File: src/rtl/core_pkg.sv
// rtl/core_pkg.sv - shared core constants: register count, execution pipe IDs, pipe latencies
package core_pkg;

  localparam int NUM_REGS  = 32;
  localparam int NUM_PIPES = 4;

  localparam int EXE_PIPE_ID_ALU = 0;
  localparam int EXE_PIPE_ID_LSU = 1;
  localparam int EXE_PIPE_ID_MUL = 2;
  localparam int EXE_PIPE_ID_DIV = 3;

  // A latency of 0 marks a variable-latency pipe whose write-back is arbitrated downstream.
  localparam logic [7:0] LATENCY_ALU = 8'd1;
  localparam logic [7:0] LATENCY_LSU = 8'd2;
  localparam logic [7:0] LATENCY_MUL = 8'd4;
  localparam logic [7:0] LATENCY_VAR = 8'd0;

  // Pipe 0 occupies the least significant byte.
  localparam logic [NUM_PIPES*8-1:0] PIPE_LAT_DEFAULT =
    {LATENCY_VAR, LATENCY_MUL, LATENCY_LSU, LATENCY_ALU};

endpackage

File: src/rtl/wb_slot_reservation.sv
// rtl/wb_slot_reservation.sv - shifting table of write-back port usage for fixed-latency pipes
module wb_slot_reservation
  import core_pkg::*;
#(
  parameter int MAX_LAT      = 8,
  parameter int NUM_WB_PORTS = 1
) (
  input  logic       clk,
  input  logic       rst,
  input  logic       fire,
  input  logic [7:0] lat,
  output logic       slot_full
);

  localparam int CW = $clog2(NUM_WB_PORTS + 1);

  // Slot k (1..MAX_LAT) lives at bits [(k-1)*CW +: CW] and counts write-backs k cycles ahead.
  logic [MAX_LAT*CW-1:0] res;
  logic [MAX_LAT*CW-1:0] res_next;

  // The slot an op of latency lat would write back into is full when every port is taken.
  always_comb begin
    slot_full = 1'b0;
    for (int k = 1; k <= MAX_LAT; k++) begin
      if (lat == 8'(k)) begin
        slot_full = (res[(k-1)*CW +: CW] == CW'(NUM_WB_PORTS));
      end
    end
  end

  // Age every slot one cycle; a newly issued op lands one slot nearer than its latency.
  always_comb begin
    res_next = res >> CW;
    if (fire) begin
      for (int k = 1; k < MAX_LAT; k++) begin
        if (lat == 8'(k + 1)) begin
          res_next[(k-1)*CW +: CW] = res_next[(k-1)*CW +: CW] + CW'(1);
        end
      end
    end
  end

  // Reservation table register.
  always_ff @(posedge clk) begin
    if (rst) begin
      res <= '0;
    end else begin
      res <= res_next;
    end
  end

endmodule

File: src/rtl/issue_scoreboard.sv
// rtl/issue_scoreboard.sv - issue-stage hazard tracker (RAW/WAW/WB slot/var pipe); bypass under SCOREBOARD_WB_BYPASS_EN
module issue_scoreboard
  import core_pkg::*;
#(
  parameter int                     NUM_REGS     = core_pkg::NUM_REGS,
  parameter int                     NUM_PIPES    = core_pkg::NUM_PIPES,
  parameter int                     NUM_WB_PORTS = 1,
  parameter int                     MAX_LAT      = 8,
  parameter logic [NUM_PIPES*8-1:0] PIPE_LAT     = core_pkg::PIPE_LAT_DEFAULT
) (
  input  logic                                      clk,
  input  logic                                      rst,
  input  logic                                      stall,
  input  logic                                      flush,
  input  logic                                      flush_var,
  input  logic                                      issue_valid,
  input  logic [$clog2(NUM_PIPES)-1:0]              issue_pipe,
  input  logic [$clog2(NUM_REGS)-1:0]               issue_rd,
  input  logic                                      issue_rd_wr,
  input  logic [$clog2(NUM_REGS)-1:0]               issue_rs1,
  input  logic [$clog2(NUM_REGS)-1:0]               issue_rs2,
  input  logic [1:0]                                issue_use_rs,
  output logic                                      issue_ready,
  input  logic [NUM_WB_PORTS-1:0]                   wb_valid,
  input  logic [NUM_WB_PORTS*$clog2(NUM_REGS)-1:0]  wb_rd,
  input  logic [NUM_PIPES-1:0]                      var_done,
  output logic [NUM_PIPES-1:0]                      var_busy,
  output logic [NUM_REGS-1:0]                       pending,
  output logic [NUM_WB_PORTS-1:0]                   fwd_rs1,
  output logic [NUM_WB_PORTS-1:0]                   fwd_rs2
);

  localparam int RW = $clog2(NUM_REGS);
  localparam int PW = $clog2(NUM_PIPES);

  for (genvar p = 0; p < NUM_PIPES; p++) begin : g_lat_chk
    if (int'(PIPE_LAT[p*8 +: 8]) > MAX_LAT) begin : g_bad_lat
      $error("issue_scoreboard: PIPE_LAT entry exceeds MAX_LAT");
    end
  end

  if (NUM_WB_PORTS < 1 || NUM_WB_PORTS > 4) begin : g_bad_ports
    $error("issue_scoreboard: NUM_WB_PORTS must be 1..4");
  end

  logic [7:0]              lat;
  logic                    fire;
  logic                    slot_full;
  logic                    raw;
  logic                    waw;
  logic                    var_conflict;
  logic [NUM_WB_PORTS-1:0] match_rs1;
  logic [NUM_WB_PORTS-1:0] match_rs2;
  logic [NUM_REGS-1:0]     wb_clear;
  logic [NUM_REGS-1:0]     pending_set;

  assign lat = PIPE_LAT[{issue_pipe, 3'b000} +: 8];

`ifdef SCOREBOARD_WB_BYPASS_EN
  // The lowest-index write-back port carrying a source register bypasses it this cycle.
  always_comb begin
    match_rs1 = '0;
    match_rs2 = '0;
    for (int p = NUM_WB_PORTS - 1; p >= 0; p--) begin
      if (wb_valid[p] && wb_rd[p*RW +: RW] == issue_rs1 && issue_rs1 != '0) begin
        match_rs1    = '0;
        match_rs1[p] = 1'b1;
      end
      if (wb_valid[p] && wb_rd[p*RW +: RW] == issue_rs2 && issue_rs2 != '0) begin
        match_rs2    = '0;
        match_rs2[p] = 1'b1;
      end
    end
  end
`else
  assign match_rs1 = '0;
  assign match_rs2 = '0;
`endif

  assign fwd_rs1 = rst ? '0 : match_rs1;
  assign fwd_rs2 = rst ? '0 : match_rs2;

  // Hazard evaluation against the registered state; x0 is never pending so never conflicts.
  always_comb begin
    raw          = (issue_use_rs[0] & pending[issue_rs1] & ~(|match_rs1)) |
                   (issue_use_rs[1] & pending[issue_rs2] & ~(|match_rs2));
    waw          = issue_rd_wr & pending[issue_rd];
    var_conflict = (lat == 8'd0) & var_busy[issue_pipe];
    issue_ready  = ~(raw | waw | slot_full | var_conflict);
    fire         = issue_valid & issue_ready & ~stall & ~flush;
  end

  // Build the clear mask from write-backs and the set mask from an issuing writer.
  always_comb begin
    wb_clear = '0;
    for (int p = 0; p < NUM_WB_PORTS; p++) begin
      if (wb_valid[p]) begin
        wb_clear[wb_rd[p*RW +: RW]] = 1'b1;
      end
    end
    pending_set = '0;
    if (fire && issue_rd_wr && issue_rd != '0) begin
      pending_set[issue_rd] = 1'b1;
    end
  end

  // Pending-write vector; a same-cycle set overrides a clear.
  always_ff @(posedge clk) begin
    if (rst) begin
      pending <= '0;
    end else begin
      pending <= (pending & ~wb_clear) | pending_set;
    end
  end

  // Variable-latency pipe busy flags; completion or abort overrides a new issue.
  always_ff @(posedge clk) begin
    if (rst) begin
      var_busy <= '0;
    end else begin
      for (int p = 0; p < NUM_PIPES; p++) begin
        if (var_done[p] || flush_var) begin
          var_busy[p] <= 1'b0;
        end else if (fire && lat == 8'd0 && issue_pipe == PW'(p)) begin
          var_busy[p] <= 1'b1;
        end
      end
    end
  end

  wb_slot_reservation #(
    .MAX_LAT      (MAX_LAT),
    .NUM_WB_PORTS (NUM_WB_PORTS)
  ) u_wb_slots (
    .clk       (clk),
    .rst       (rst),
    .fire      (fire),
    .lat       (lat),
    .slot_full (slot_full)
  );

endmodule
File: config.mk
export PLATFORM = sky130hd
export DESIGN_NAME = issue_scoreboard
export DESIGN_NICKNAME = d
export VERILOG_FILES = /design/src/rtl/core_pkg.sv /design/src/rtl/wb_slot_reservation.sv /design/src/rtl/issue_scoreboard.sv
export SDC_FILE = /design/constraint.sdc
export NUM_CORES = 1
export LEC_CHECK = 0
export ABC_AREA = 1
export ABC_CLOCK_PERIOD_IN_PS = 1900
export CORE_ASPECT_RATIO = 1.5
export CORE_MARGIN = 5
export CORE_UTILIZATION = 50
export CTS_CLUSTER_DIAMETER = 80
export DETAILED_ROUTE_END_ITERATION = 16
export GPL_TIMING_DRIVEN = 0
export PLACE_DENSITY_LB_ADDON = 0.25
export SLEW_MARGIN = 20
export SYNTH_ARGS = -nofsm -noshare
export SYNTH_HDL_FRONTEND = slang
export SYNTH_SLANG_ARGS = --single-unit
File: constraint.sdc
create_clock -name clk -period 1.9 [get_ports clk]
set_input_delay 0.19 -clock clk [delete_from_list [all_inputs] [get_ports clk]]
set_output_delay 0.19 -clock clk [all_outputs]
set_load 0.01 [all_outputs]
==> summary.md <==
| Metric | Value |
|---|---|
| Status | complete, but fails checks |
| Failing checks | setup timing |
| Pleak | 1.62 nW |
| Clock buffer depth | 2 |
| Dpl ws | -0.584 ns |
| First-pass GRT wire length | about 17000 µm |
| Core area | around 0.0058 mm² |
| N_diodes | 0 |
| Clk_lat worst skew | just over 0.3 ns |
| Setup ws final | -0.0669 ns |
| Pin count of the biggest net entering global routing | 15 |
| Final hold vios | 0 |
| Routed Antenna Nets | 0 |
| DR iter-0 viols | 319 |
| Worst path cell trace | nand2_1 > nand2_1 > nand2_1 > nand2_1 > nand2_1 > nand2_1 > nor2_1 > nand2_1 > a21oi_2 > nand3_2 > nor2_4 > buf_12 > buf_8 > nand3_1 > a21oi_2 |
| Layout Nets | just over 600 |
| Avg Cell Area, Syn | 5.91 µm² |
| Clk root buf | clkbuf_8 |
| Hold-fix buffer count after cts | 0 |
| Max-cap violation count | 0 |
| Initial antenna violation count | 0 |
| Drt pass-1 iters | 7 |
| Critical Path Start Type | flip-flop |
| Routed len/inst | between 15 and 20 µm |
| CTS Sinks | 42 |
| Setup TNS | -1.09 ns |
| Vias post-DR | between 3000 and 4000 |
| Setup crit end kind | flip-flop |
| Tmin final | approximately 2.0 ns |
| Critical Path Max Stage Delay | ~0.36 ns |
| DRT Wirelength | ~11000 µm |
| Pwr Density | about 480 mW/mm² |
| FP Rows | 34 |
| Grt total ovfl | 0 |
| CP Data Required Time | 2.13 ns |
| CTS tree | yes |
| Multi-input logic area | around 0.0019 mm² |
| Sequential area share after synthesis | around 28% |
| Num CTS Buffers | 5 |
| Most common cell after layout, fill and taps aside | nand2_1 |
| Slowest-stage cell, CP | dfxtp_2 |
| Max-slew headroom | between 50% and 60% |
| DP HPWL | approximately 8000 µm |
| GRT Total Usage | roughly 28% |
| Register area | roughly 900 µm² |
| Die Y | about 100 µm |
| Most frequent cells in the layout | nand2_1, nand3_1, clkdlybuf4s50_1 |
| # IOs | 75 |
| Crit path DAT | 2.19 ns |
| Die width | about 73 µm |
| Post-route DRC | 0 |
| Initial Util | 51.1% |
| Max VDD drop | around 0.65 mV |
| Port Buf Inserts | between 60 and 70 |
| Area of the die | around 0.0076 mm² |
| Layout cells sized above 1 | 18.5% |
| Drt via density | just under 6 |
| Register bit total from synthesis | 42 |
| Synthesis Warnings | 0 |
| Cells after Synth | 500 |
| Vias in the first global route | about 3300 |
| GPL Wtd Cong | 0.995 |
| Maximum clock frequency | between 0.5 and 0.6 GHz |
| Skew final | between 0.008 and 0.009 ns |
| Critical path class | flip-flop to flip-flop |
| Worst-margin pin slew | 0.648 ns |
| Reg clk slew, reported paths | 0.09 ns |
| Most frequent cell on the critical path | nand2_1 |
| Fin crit share | 104% |
| CTS H-tree depth | 2 |
| Buf/Inv on CP | 2 |
| Final setup viols | 31 |
| Worst-path fanout max | 7 |
| Crit-path leading delay family | simple AND/OR/NAND/NOR gates |
| Final Max Tran Viols | 0 |
| Fillers | 529 |
| RSZ-0062 raised after global routing | true |
| Area grow syn2layout | 39.3% |
| Synth unique cells | 23 |
| Hold WC Path Type | input port to flip-flop |
| Synthesized area | between 0.002 and 0.003 mm² |
-- tightest hold or removal path: stages --
cell	delay (ns)
dlygate4sd2_1	0.29
nand3_1	0.10
a21oi_1	0.06
-- flip-flops by register name (all words and copies together), names as in the netlist --
name / flops
u_wb_slots.res: 6
var_busy: 4
pending: 32
-- layer usage --
| metal | track usage (%) | share of wire (%) | up-vias |
|---|---|---|---|
| met3 | 4.16 | 9.5 | 47 |
| met2 | 49.4 | 50 | 258 |
| li1 | - | - | 1813 |
| met4 | 14.4 | 4.7 | 0 |
| met1 | 31.0 | 36 | 1732 |
| met5 | 0 | 0 | - |
-- power breakdown --
part / total, mW / switching (mW) / internal [mW]
logic: 0.384 / 0.247 / 0.137
clock network: 0.729 / 0.338 / 0.391
registers: 0.880 / 0.00320 / 0.876
-- Yosys cell counts --
master / instances / area, µm²
conb_1: 1 / 3.75
nand2_1: 168 / 631
o211ai_1: 4 / 30.0
or2_2: 1 / 6.26
nand3_2: 9 / 90.1
buf_2: 8 / 40.0
a21oi_2: 9 / 78.8
buf_6: 5 / 56.3
clkbuf_1: 8 / 30.0
nor3b_1: 2 / 15.0
dfxtp_1: 42 / 841
clkinv_1: 1 / 3.75
nor2_1: 47 / 176
inv_4: 1 / 6.26
o21ai_0: 35 / 175
nand3_1: 79 / 395
inv_1: 33 / 124
inv_2: 1 / 3.75
nor3_1: 10 / 50.1
a21oi_1: 31 / 155
buf_4: 3 / 22.5
a221oi_1: 1 / 8.76
nor2_4: 1 / 11.3
-- timing repair --
item                                    4_1_cts  5_1_grt
endpoints found under the setup margin       35       35
resized for setup                            48       32
setup buffers                                 3        6
pin swaps                                     3       10
gates cloned                                  0        2
-- metrics by stage --
step	total power, mW	std cells	util (%)	hold WS (ns)	cell area, µm²
2_1_floorplan	1.10	502	-	0.266	2960
3_3_place_gp	1.25	641	64.3	0.396	3720
3_5_place_dp	1.26	641	64.3	0.404	3720
4_1_cts	1.97	652	68.1	0.375	3940
5_1_grt	2.06	660	71.1	0.393	4110
6_report	1.99	660	71.1	0.382	4110
-- cell families after synthesis --
| kind of cell | Yosys count | synth area share, % |
|---|---|---|
| AND/OR/NAND/NOR | 317 | 46.5 |
| AO/OA/AOI/OAI | 80 | 15.2 |
| buffers and inverters | 60 | 9.70 |
| other | 1 | 0.127 |
| flip-flops | 42 | 28.5 |
-- final cells by class --
| class | instances | share of cell area, % |
|---|---|---|
| repair buffers | 78 | 18.9 |
| multi-input cells | 400 | 47.1 |
| clock inverters | 3 | 1.09 |
| clock buffers | 5 | 1.67 |
| flip-flops and latches | 42 | 21.5 |
| well taps | 72 | 2.19 |
| inverters | 36 | 3.47 |
| plain buffers | 24 | 4.17 |
-- path summary, 6_finish.rpt --
kind	from	to	slack (ns)	depth (start not counted)
worst min-delay path	issue_pipe[1]	u_wb_slots.res[2]$_SDFF_PP0_	0.38	3
worst max register to register	pending[16]$_SDFF_PP0_	pending[23]$_SDFF_PP0_	-0.07	15
worst min register to register	u_wb_slots.res[2]$_SDFF_PP0_	u_wb_slots.res[1]$_SDFF_PP0_	0.41	2
worst max-delay path	pending[16]$_SDFF_PP0_	pending[23]$_SDFF_PP0_	-0.07	15
No activity file was read; power rests on OpenSTA's default activity.
